<file path="src/rtl/anc_pkg.sv">
// Shared definitions for the ANC sample scheduler slice.
//   state_t       : scheduler FSM states
//   DEF_W         : default sample width
//   OVR_W, DONE_W : overrun / completed-iteration counter widths
//   sat_inc_ovr   : saturating increment for the overrun counter
package anc_pkg;

  localparam int DEF_W  = 16;
  localparam int OVR_W  = 8;
  localparam int DONE_W = 16;

  typedef enum logic [1:0] {
    IDLE     = 2'd0,
    WAIT_OUT = 2'd1,
    ERR      = 2'd2
  } state_t;

  function automatic logic [OVR_W-1:0] sat_inc_ovr(input logic [OVR_W-1:0] v);
    return (&v) ? v : v + 1'b1;
  endfunction

endpackage

</file>
<file path="src/rtl/anc_sample_fifo.sv">
// Synchronous FIFO holding packed {e,x,a} sample triples.
//   clk, rst    : clock, synchronous active-high reset
//   flush_i     : empties the FIFO; a same-cycle push is discarded
//   push_i      : write din_i (accepted if not full, or if a pop happens too)
//   pop_i       : advance the head (ignored when empty)
//   din_i       : triple to write
//   dout_o      : current head (valid while !empty_o)
//   full_o      : DEPTH entries held
//   empty_o     : no entries held
//   count_o     : fill level, registered
// DEPTH must be a power of two so the pointers wrap for free.
module anc_sample_fifo #(
  parameter int DW    = 48,
  parameter int DEPTH = 4
) (
  input  logic                     clk,
  input  logic                     rst,
  input  logic                     flush_i,
  input  logic                     push_i,
  input  logic                     pop_i,
  input  logic [DW-1:0]            din_i,
  output logic [DW-1:0]            dout_o,
  output logic                     full_o,
  output logic                     empty_o,
  output logic [$clog2(DEPTH):0]   count_o
);

  localparam int AW = $clog2(DEPTH);

  logic [DW-1:0] mem_q [DEPTH];
  logic [AW-1:0] rd_q, wr_q;
  logic [AW:0]   cnt_q;
  logic          do_push, do_pop;

  assign full_o  = (cnt_q == (AW+1)'(DEPTH));
  assign empty_o = (cnt_q == '0);
  assign count_o = cnt_q;
  assign dout_o  = mem_q[rd_q];

  // A pop frees the slot in the same edge, so a full FIFO still takes a push.
  assign do_pop  = pop_i && !empty_o;
  assign do_push = push_i && (!full_o || do_pop);

  always_ff @(posedge clk) begin
    if (rst || flush_i) begin
      rd_q  <= '0;
      wr_q  <= '0;
      cnt_q <= '0;
    end else begin
      if (do_push) wr_q <= wr_q + 1'b1;
      if (do_pop)  rd_q <= rd_q + 1'b1;
      cnt_q <= cnt_q + (AW+1)'(do_push) - (AW+1)'(do_pop);
    end
  end

  // Storage carries no reset; occupancy is tracked by the pointers alone.
  always_ff @(posedge clk) begin
    if (do_push && !flush_i && !rst) mem_q[wr_q] <= din_i;
  end

endmodule

</file>
<file path="src/rtl/anc_sample_scheduler.sv">
// Feeds buffered sample triples into the ANC controller one iteration at a
// time: issue a sample, wait for the FIR result, then issue the next.
//   clk, rst          : clock, synchronous active-high reset
//   enable            : permits new issues (an iteration in flight always ends)
//   s_valid, s_e/x/a  : incoming sample triple, no backpressure
//   controller_ready  : controller can accept a sample
//   anc_out_valid     : FIR result valid, ends the current iteration
//   in_valid          : one-cycle issue pulse (registered)
//   e_out/x_out/a_out : issued sample, held until the next issue (registered)
//   busy              : iteration in flight (WAIT_OUT)
//   occupancy         : FIFO fill level
//   overrun_cnt       : samples dropped on a full FIFO, saturating
//   done_cnt          : completed iterations, wrapping
//   timeout_err       : sticky, set when a result never arrived
module anc_sample_scheduler
  import anc_pkg::*;
#(
  parameter int W       = DEF_W,
  parameter int DEPTH   = 4,
  parameter int TIMEOUT = 1023
) (
  input  logic                   clk,
  input  logic                   rst,
  input  logic                   enable,
  input  logic                   s_valid,
  input  logic signed [W-1:0]    s_e,
  input  logic signed [W-1:0]    s_x,
  input  logic signed [W-1:0]    s_a,
  input  logic                   controller_ready,
  input  logic                   anc_out_valid,
  output logic                   in_valid,
  output logic signed [W-1:0]    e_out,
  output logic signed [W-1:0]    x_out,
  output logic signed [W-1:0]    a_out,
  output logic                   busy,
  output logic [$clog2(DEPTH):0] occupancy,
  output logic [OVR_W-1:0]       overrun_cnt,
  output logic [DONE_W-1:0]      done_cnt,
  output logic                   timeout_err
);

  // The wait counter is 0 in the in_valid cycle and only ever needs to reach
  // TIMEOUT-1: that is the last cycle a result is accepted.
  localparam int             TW    = (TIMEOUT > 2) ? $clog2(TIMEOUT) : 1;
  localparam logic [TW-1:0]  TLAST = TW'(TIMEOUT - 1);
  localparam int             DW    = 3 * W;

  state_t              state_q;
  logic [TW-1:0]       wait_q;
  logic                in_valid_q;
  logic [W-1:0]        e_q, x_q, a_q;
  logic [OVR_W-1:0]    ovr_q;
  logic [DONE_W-1:0]   done_q;
  logic                terr_q;

  logic                fifo_full, fifo_empty;
  logic [DW-1:0]       fifo_head;
  logic [$clog2(DEPTH):0] fifo_count;

  logic issue, tmo, push_req, drop;

  assign issue    = (state_q == IDLE) && enable && !fifo_empty && controller_ready;
  // A result on the last allowed cycle wins over the timeout.
  assign tmo      = (state_q == WAIT_OUT) && !anc_out_valid && (wait_q == TLAST);
  // ERR and the flushing edge discard samples without counting them.
  assign push_req = s_valid && (state_q != ERR) && !tmo;
  assign drop     = push_req && fifo_full && !issue;

  anc_sample_fifo #(
    .DW    (DW),
    .DEPTH (DEPTH)
  ) u_fifo (
    .clk     (clk),
    .rst     (rst),
    .flush_i (tmo),
    .push_i  (push_req),
    .pop_i   (issue),
    .din_i   ({s_e, s_x, s_a}),
    .dout_o  (fifo_head),
    .full_o  (fifo_full),
    .empty_o (fifo_empty),
    .count_o (fifo_count)
  );

  always_ff @(posedge clk) begin
    if (rst) begin
      state_q    <= IDLE;
      wait_q     <= '0;
      in_valid_q <= 1'b0;
      e_q        <= '0;
      x_q        <= '0;
      a_q        <= '0;
      ovr_q      <= '0;
      done_q     <= '0;
      terr_q     <= 1'b0;
    end else begin
      in_valid_q <= issue;
      if (issue) {e_q, x_q, a_q} <= fifo_head;
      if (drop)  ovr_q <= sat_inc_ovr(ovr_q);

      case (state_q)
        IDLE: begin
          if (issue) begin
            wait_q  <= '0;
            state_q <= WAIT_OUT;
          end
        end
        WAIT_OUT: begin
          if (anc_out_valid) begin
            done_q  <= done_q + 1'b1;
            state_q <= IDLE;
          end else if (tmo) begin
            terr_q  <= 1'b1;
            state_q <= ERR;
          end else begin
            wait_q  <= wait_q + 1'b1;
          end
        end
        ERR: begin
          if (!enable) state_q <= IDLE;
        end
        default: state_q <= IDLE;
      endcase
    end
  end

  assign in_valid    = in_valid_q;
  assign e_out       = e_q;
  assign x_out       = x_q;
  assign a_out       = a_q;
  assign busy        = (state_q == WAIT_OUT);
  assign occupancy   = fifo_count;
  assign overrun_cnt = ovr_q;
  assign done_cnt    = done_q;
  assign timeout_err = terr_q;

endmodule

</file>
<file path="config.mk">
export PLATFORM = sky130hd
export DESIGN_NAME = anc_sample_scheduler
export DESIGN_NICKNAME = d
export VERILOG_FILES = /design/src/rtl/anc_pkg.sv /design/src/rtl/anc_sample_fifo.sv /design/src/rtl/anc_sample_scheduler.sv
export SDC_FILE = /design/constraint.sdc
export NUM_CORES = 1
export LEC_CHECK = 0
export ABC_CLOCK_PERIOD_IN_PS = 2790
export BUFFER_PORTS_ARGS = -buffer_cell sky130_fd_sc_hd__buf_2
export CORE_MARGIN = 2
export CORE_UTILIZATION = 40
export CTS_CLUSTER_DIAMETER = 80
export CTS_CLUSTER_SIZE = 30
export DETAILED_ROUTE_END_ITERATION = 7
export GPL_ROUTABILITY_DRIVEN = 0
export SLEW_MARGIN = 0
export SYNTH_ARGS = -nofsm -noshare
export SYNTH_HDL_FRONTEND = slang
export SYNTH_SLANG_ARGS = --single-unit
</file>
<file path="constraint.sdc">
create_clock -name clk -period 2.79 [get_ports clk]
set_clock_uncertainty 0.05 [all_clocks]
set_input_delay 0 -clock clk [delete_from_list [all_inputs] [get_ports clk]]
set_output_delay 0 -clock clk [all_outputs]
set_load 0.01 [all_outputs]
</file>
---- Word-level counts from Yosys, hierarchy flattened ----
Memories as Yosys holds them, arrays and structs flattened. A register that Yosys moved wholly into a read port is not among the register bits.
Index checks and enable logic that the tools add are counted.
W data, S select, Z words.
storage, ports and cells
  bits in writable memories ............... 192
  bits in latches ......................... 0
  memory bits (read-only) ................. 0
  bits in registers ....................... 45
  bits of input ports ..................... 54
  word-level logic and storage cells ...... 70
  memories kept ........................... 1
memories
  memory        words  bits a word  read ports  clocked after memory_dff  write ports  line                   text
  u_fifo.mem_q  4      48           1           1                         1            anc_sample_fifo.sv:30  logic [DW-1:0] mem_q [DEPTH];
cells by class
  muxes and demuxes ....................... 11
  shift operators ......................... 0
  reduce and logical (&&, ||, !) cells .... 30
  div/mod/pow operators ................... 0
  equality and inequality tests ........... 10
  $add $sub $neg .......................... 7
  bitwise logic cells ..................... 2
  magnitude comparators ................... 0
  multipliers ............................. 0
operator list
  cell                     number
  $mux W10                 3
  $pmux W10 S2             1
  $add A16 B1 Y16 const B  1
  $logic_and A1 B1 Y1      13
  $add A10 B1 Y10 const B  1
  $eq A10 B10 Y1 const B   1
  $ne A2 B2 Y1 const B     5
  $add A8 B1 Y8 const B    1
  $mux W2                  4
  $reduce_and A8 Y1        1
  $logic_not A1 Y1         6
  $pmux W2 S3              1
  $reduce_and A3 Y1        2
  $add A2 B1 Y2 const B    2
  $reduce_and A2 Y1        2
  $reduce_and A4 Y1        1
  $add A3 B1 Y3            1
  $eq A3 B3 Y1 const B     1
  $logic_not A3 Y1         1
  $ne A3 B2 Y1 const B     1
  $sub A3 B1 Y3            1
  $eq A2 B1 Y1 const B     1
  $eq A2 B2 Y1 const B     1
  $logic_not A2 Y1         1
  other kinds (4)          7

---- Longest topological paths before layout ----
  word-level depth ........................ 11
  mapped depth ............................ 11

---- Modules after synthesis ----
Synthesis repeated with hierarchy kept, for this count alone.
unflattened totals
  cell total of the unflattened synthesis .. 707
  area total of the unflattened synthesis .. 10,751.6 sq um
by module, submodules not included
  module                cells an instance  sequential area each (sq um)  times used  area each (sq um)
  anc_sample_fifo       297                5,945.7                       1           7,383.3
  anc_sample_scheduler  410                1,721.7                       1           3,368.2

---- Worst setup path before layout ----
OpenSTA, ideal clock, no wires.
  path kind ............................... register to register
  start ................................... register wait_q[0]
  end ..................................... memory u_fifo.mem_q[0][0], enable pin
  cell stages (with the launch flop) ...... 8
  setup slack ............................. -0.229 ns
  library setup time ...................... 0.411 ns
  data required time ...................... 2.329 ns
  buffers on the path ..................... 0
  data arrival time ....................... 2.558 ns
  cells stage by stage .................... dfxtp_1 > inv_1 > ha_1 > nand3_1 > nor4b_4 > a311o_4 > nor2_1 > and2_1
on the way
  cells in the longest elaborated chain, start to end .. 9
RTL lines
  item                                   line                                               text
  from (decl)                            anc_sample_scheduler.sv:49                         logic [TW-1:0] wait_q;
  from (signal assigned)                 anc_sample_scheduler.sv:116                        wait_q <= wait_q + 1'b1;
  $eq A10 B10 Y1 (*)                     anc_sample_scheduler.sv:64                         assign tmo = (state_q == WAIT_OUT) && !anc_out_valid && (wait_q == TLAST);
  $logic_and A1 B1 Y1 (*)                anc_sample_scheduler.sv:64
  $logic_not A1 Y1 (*)                   anc_sample_fifo.sv:58, anc_sample_scheduler.sv:66
  $logic_and A1 B1 Y1                    anc_sample_scheduler.sv:66                         assign push_req = s_valid && (state_q != ERR) && !tmo;
  $logic_and A1 B1 Y1                    anc_sample_fifo.sv:42                              assign do_push = push_i && (!full_o || do_pop);
  $logic_and A1 B1 Y1 (*) (2 in series)  anc_sample_fifo.sv:58                              if (do_push && !flush_i && !rst) mem_q[wr_q] <= din_i;
  $mux W1 (*)                            anc_sample_fifo.sv:58
  $mux W1 (not written as such) (*)      anc_sample_fifo.sv:58
  to (decl)                              anc_sample_fifo.sv:30
Mark *: on every way between the ends. The rest lies on a longest branch, timed or not.

---- Worst setup path after layout ----
  start ................................... register wait_q[0]
  end ..................................... memory u_fifo.mem_q[0][3], enable pin
The elaborated chain is that of the path after synthesis.

==> run metrics <==
Layout area overhead=20.9%; Tot GR Track Use=15.4%; Req. time, crit path=2.95 ns; WL per Instance=17.5 um; Slowest-stage cell, CP=dfxtp_1; Hold Path Class=input port to flip-flop; Max Slew Vio Count=0; element type at the critical path start=flip-flop; CP max FO=22; CTS resizes=0; max incr delay on CP=0.42 ns; DP Worst Slack=0.321 ns; vias per cell=5.02; final core occ=49.6%; EDFF count, synth=192; Final #Nets=958; detailed placer's ending HPWL=13800 um; Initial Util=41.0%; n_diodes=0; YS warnings=0; Hold Slack=0.0136 ns; Top FF cell, synth=edfxtp_1; register area share after synthesis=71.0%; Clock power frac=29.0%; Reg power frac=57.2%; DRC errors left=0; Worst slew margin=58.5%; final WL=21600 um; critical path arrival=2.61 ns; Syn Nets=772; CTS tree=yes; DIE HEIGHT=168 um; Clk Latency, worst-skew pair=0.49 ns; Power Dens Cells=658 mW/mm^2; number of H-tree levels=1; synth cell count leaders=edfxtp_1, nand2_1, dfxtp_1; Pint=6420 uW; drt pass-1 iters=4; Hold Violations, Final=0; average cell area after synthesis=15.2 um^2; Synth area leaders=edfxtp_1, dfxtp_1, mux4_2, nand2_1, a21oi_1; Async S/R FF share, synth=0%; core area=0.0262 mm^2; Yosys top cell by area=edfxtp_1; Psw=2120 uW; row count=59; period utilization=88.2%; CTS root buf=clkbuf_16; fin crit period=2.46 ns; Synth Register Bits=285; Worst Max-Slew Pin Slew=0.622 ns; # port buffers=131; Post-Syn Area=0.0107 mm^2; # fillers=2251; maximum VDD drop=0.546 mV; CP Capture Type=flip-flop; Synth top area share=53.7%; die width=168 um; postcts setup bufs=0; first-pass GRT wire length=34400 um; status=finished, final reports clean; vias in the first global route=6427; RSZ-0062 raised after global routing=no; kind of critical path=flip-flop to flip-flop; most frequent cell after synthesis=edfxtp_1; cells along the critical path=inv_1 -> ha_1 -> nand3_1 -> nor4b_4 -> a311o_4 -> nor2_1 -> and2_2 -> buf_12; Fmax=407 MHz; hold bufs inserted after CTS=52; Max Buffers Root-to-Sink=3; final worst slack=0.331 ns; synth unique cells=48; clock-pin slew on the worst setup and hold paths=0.10 ns; largest net degree at the start of global routing=45; Comb power frac=13.7%; final setup vio count=0; clock sink count=285; io pins=132; leakage=0.00455 uW; max-cap viol count=0; Cells after Synth=708; grt ovf=0; share of cells above drive strength 1=26.4%; initial antenna violation count=0; final setup TNS=0 ns; die area=0.0282 mm^2; initial DRC count=457; routed via count=6207; switching part of the total=24.8%; cts bufs inserted=15; post-route total power=8550 uW; antenna-violating nets left=0
==> power groups by stage <==
stage | logic, uW | registers (uW) | clock network [uW]
2_1_floorplan | 701 | 4980 | 0
3_3_place_gp | 1130 | 4980 | 0
3_5_place_dp | 1140 | 4990 | 0
4_1_cts | 1200 | 4900 | 2580
5_1_grt | 1300 | 4920 | 2710
6_report | 1170 | 4890 | 2480
==> cell families after synthesis <==
group	share of synthesized area [%]
multiplexers	10.4
AND/OR/NAND/NOR	9.55
flip-flops	71.0
AO/OA/AOI/OAI	3.67
adder cells (fa/ha/maj)	1.23
XOR/XNOR	2.45
buffers and inverters	1.73
==> layout by cell type, fill, tap and decap left out, types with 5 or more instances in the layout <==
cell	instances
edfxtp_1	192
buf_2	130
nand2_1	115
dfxtp_1	91
a21oi_1	54
dlygate4sd3_1	52
mux4_2	48
nor2_1	45
xor2_1	16
clkbuf_16	16
xnor2_1	14
nand3_1	13
buf_12	11
buf_4	10
inv_1	9
ha_1	9
o21ai_0	6
nor3_1	5
and2_1	5
nand4_1	5
==> worst paths after layout <==
| path | start | end | slack (ns) | cells after the start |
|---|---|---|---|---|
| worst min register to register | e_out[1] | e_out[1] | 0.40 | 2 |
| worst min-delay path | s_valid | u_fifo.wr_q[1] | 0.01 | 4 |
| worst max register to register | wait_q[0] | u_fifo.mem_q[0][3] | 0.33 | 8 |
| worst max-delay path | wait_q[0] | u_fifo.mem_q[0][3] | 0.33 | 8 |
==> stage by stage <==
stage	cell area [um^2]	std cells
6_report	13000	1236
5_1_grt	13000	1236
4_1_cts	13000	1236
3_5_place_dp	12000	1160
3_3_place_gp	12000	1160
2_1_floorplan	10800	708
==> worst max-delay path: cells and delay by family (launching register included) <==
| kind | cells | cell delay [ns] |
|---|---|---|
| AO/OA/AOI/OAI | 1 | 0.35 |
| adder cells (fa/ha/maj) | 1 | 0.20 |
| buffers and inverters | 2 | 0.32 |
| flip-flops | 1 | 0.42 |
| AND/OR/NAND/NOR | 4 | 0.83 |
==> flip-flops by register name (all words and copies together), names as in the netlist <==
signal	count
u_fifo.mem_q	192
a_out	16
done_cnt	16
e_out	16
x_out	16
wait_q	10
overrun_cnt	8
u_fifo.count_o	3
state_q	2
u_fifo.rd_q	2
u_fifo.wr_q	2
in_valid	1
timeout_err	1
==> per-layer routing <==
layer / share of wire, % / vias up / global-route usage [%]
met2: 47 / 141 / 25.7
li1: - / 2970 / -
met1: 47 / 3074 / 21.4
met3: 5.3 / 22 / 2.84
met5: 0 / - / 0
met4: 1.3 / 0 / 2.61
==> final cells by class <==
| cell class | instances | area, um^2 | share of cell area [%] |
|---|---|---|---|
| clock buffer | 19 | 412 | 3.17 |
| clock inverter | 5 | 86.3 | 0.664 |
| inverter | 9 | 33.8 | 0.260 |
| multi-input combinational | 380 | 2940 | 22.7 |
| sequential | 285 | 7630 | 58.7 |
| tap | 335 | 419 | 3.23 |
| timing repair buffer | 203 | 1470 | 11.3 |
Note: power is estimated with default switching activity, not from simulation.
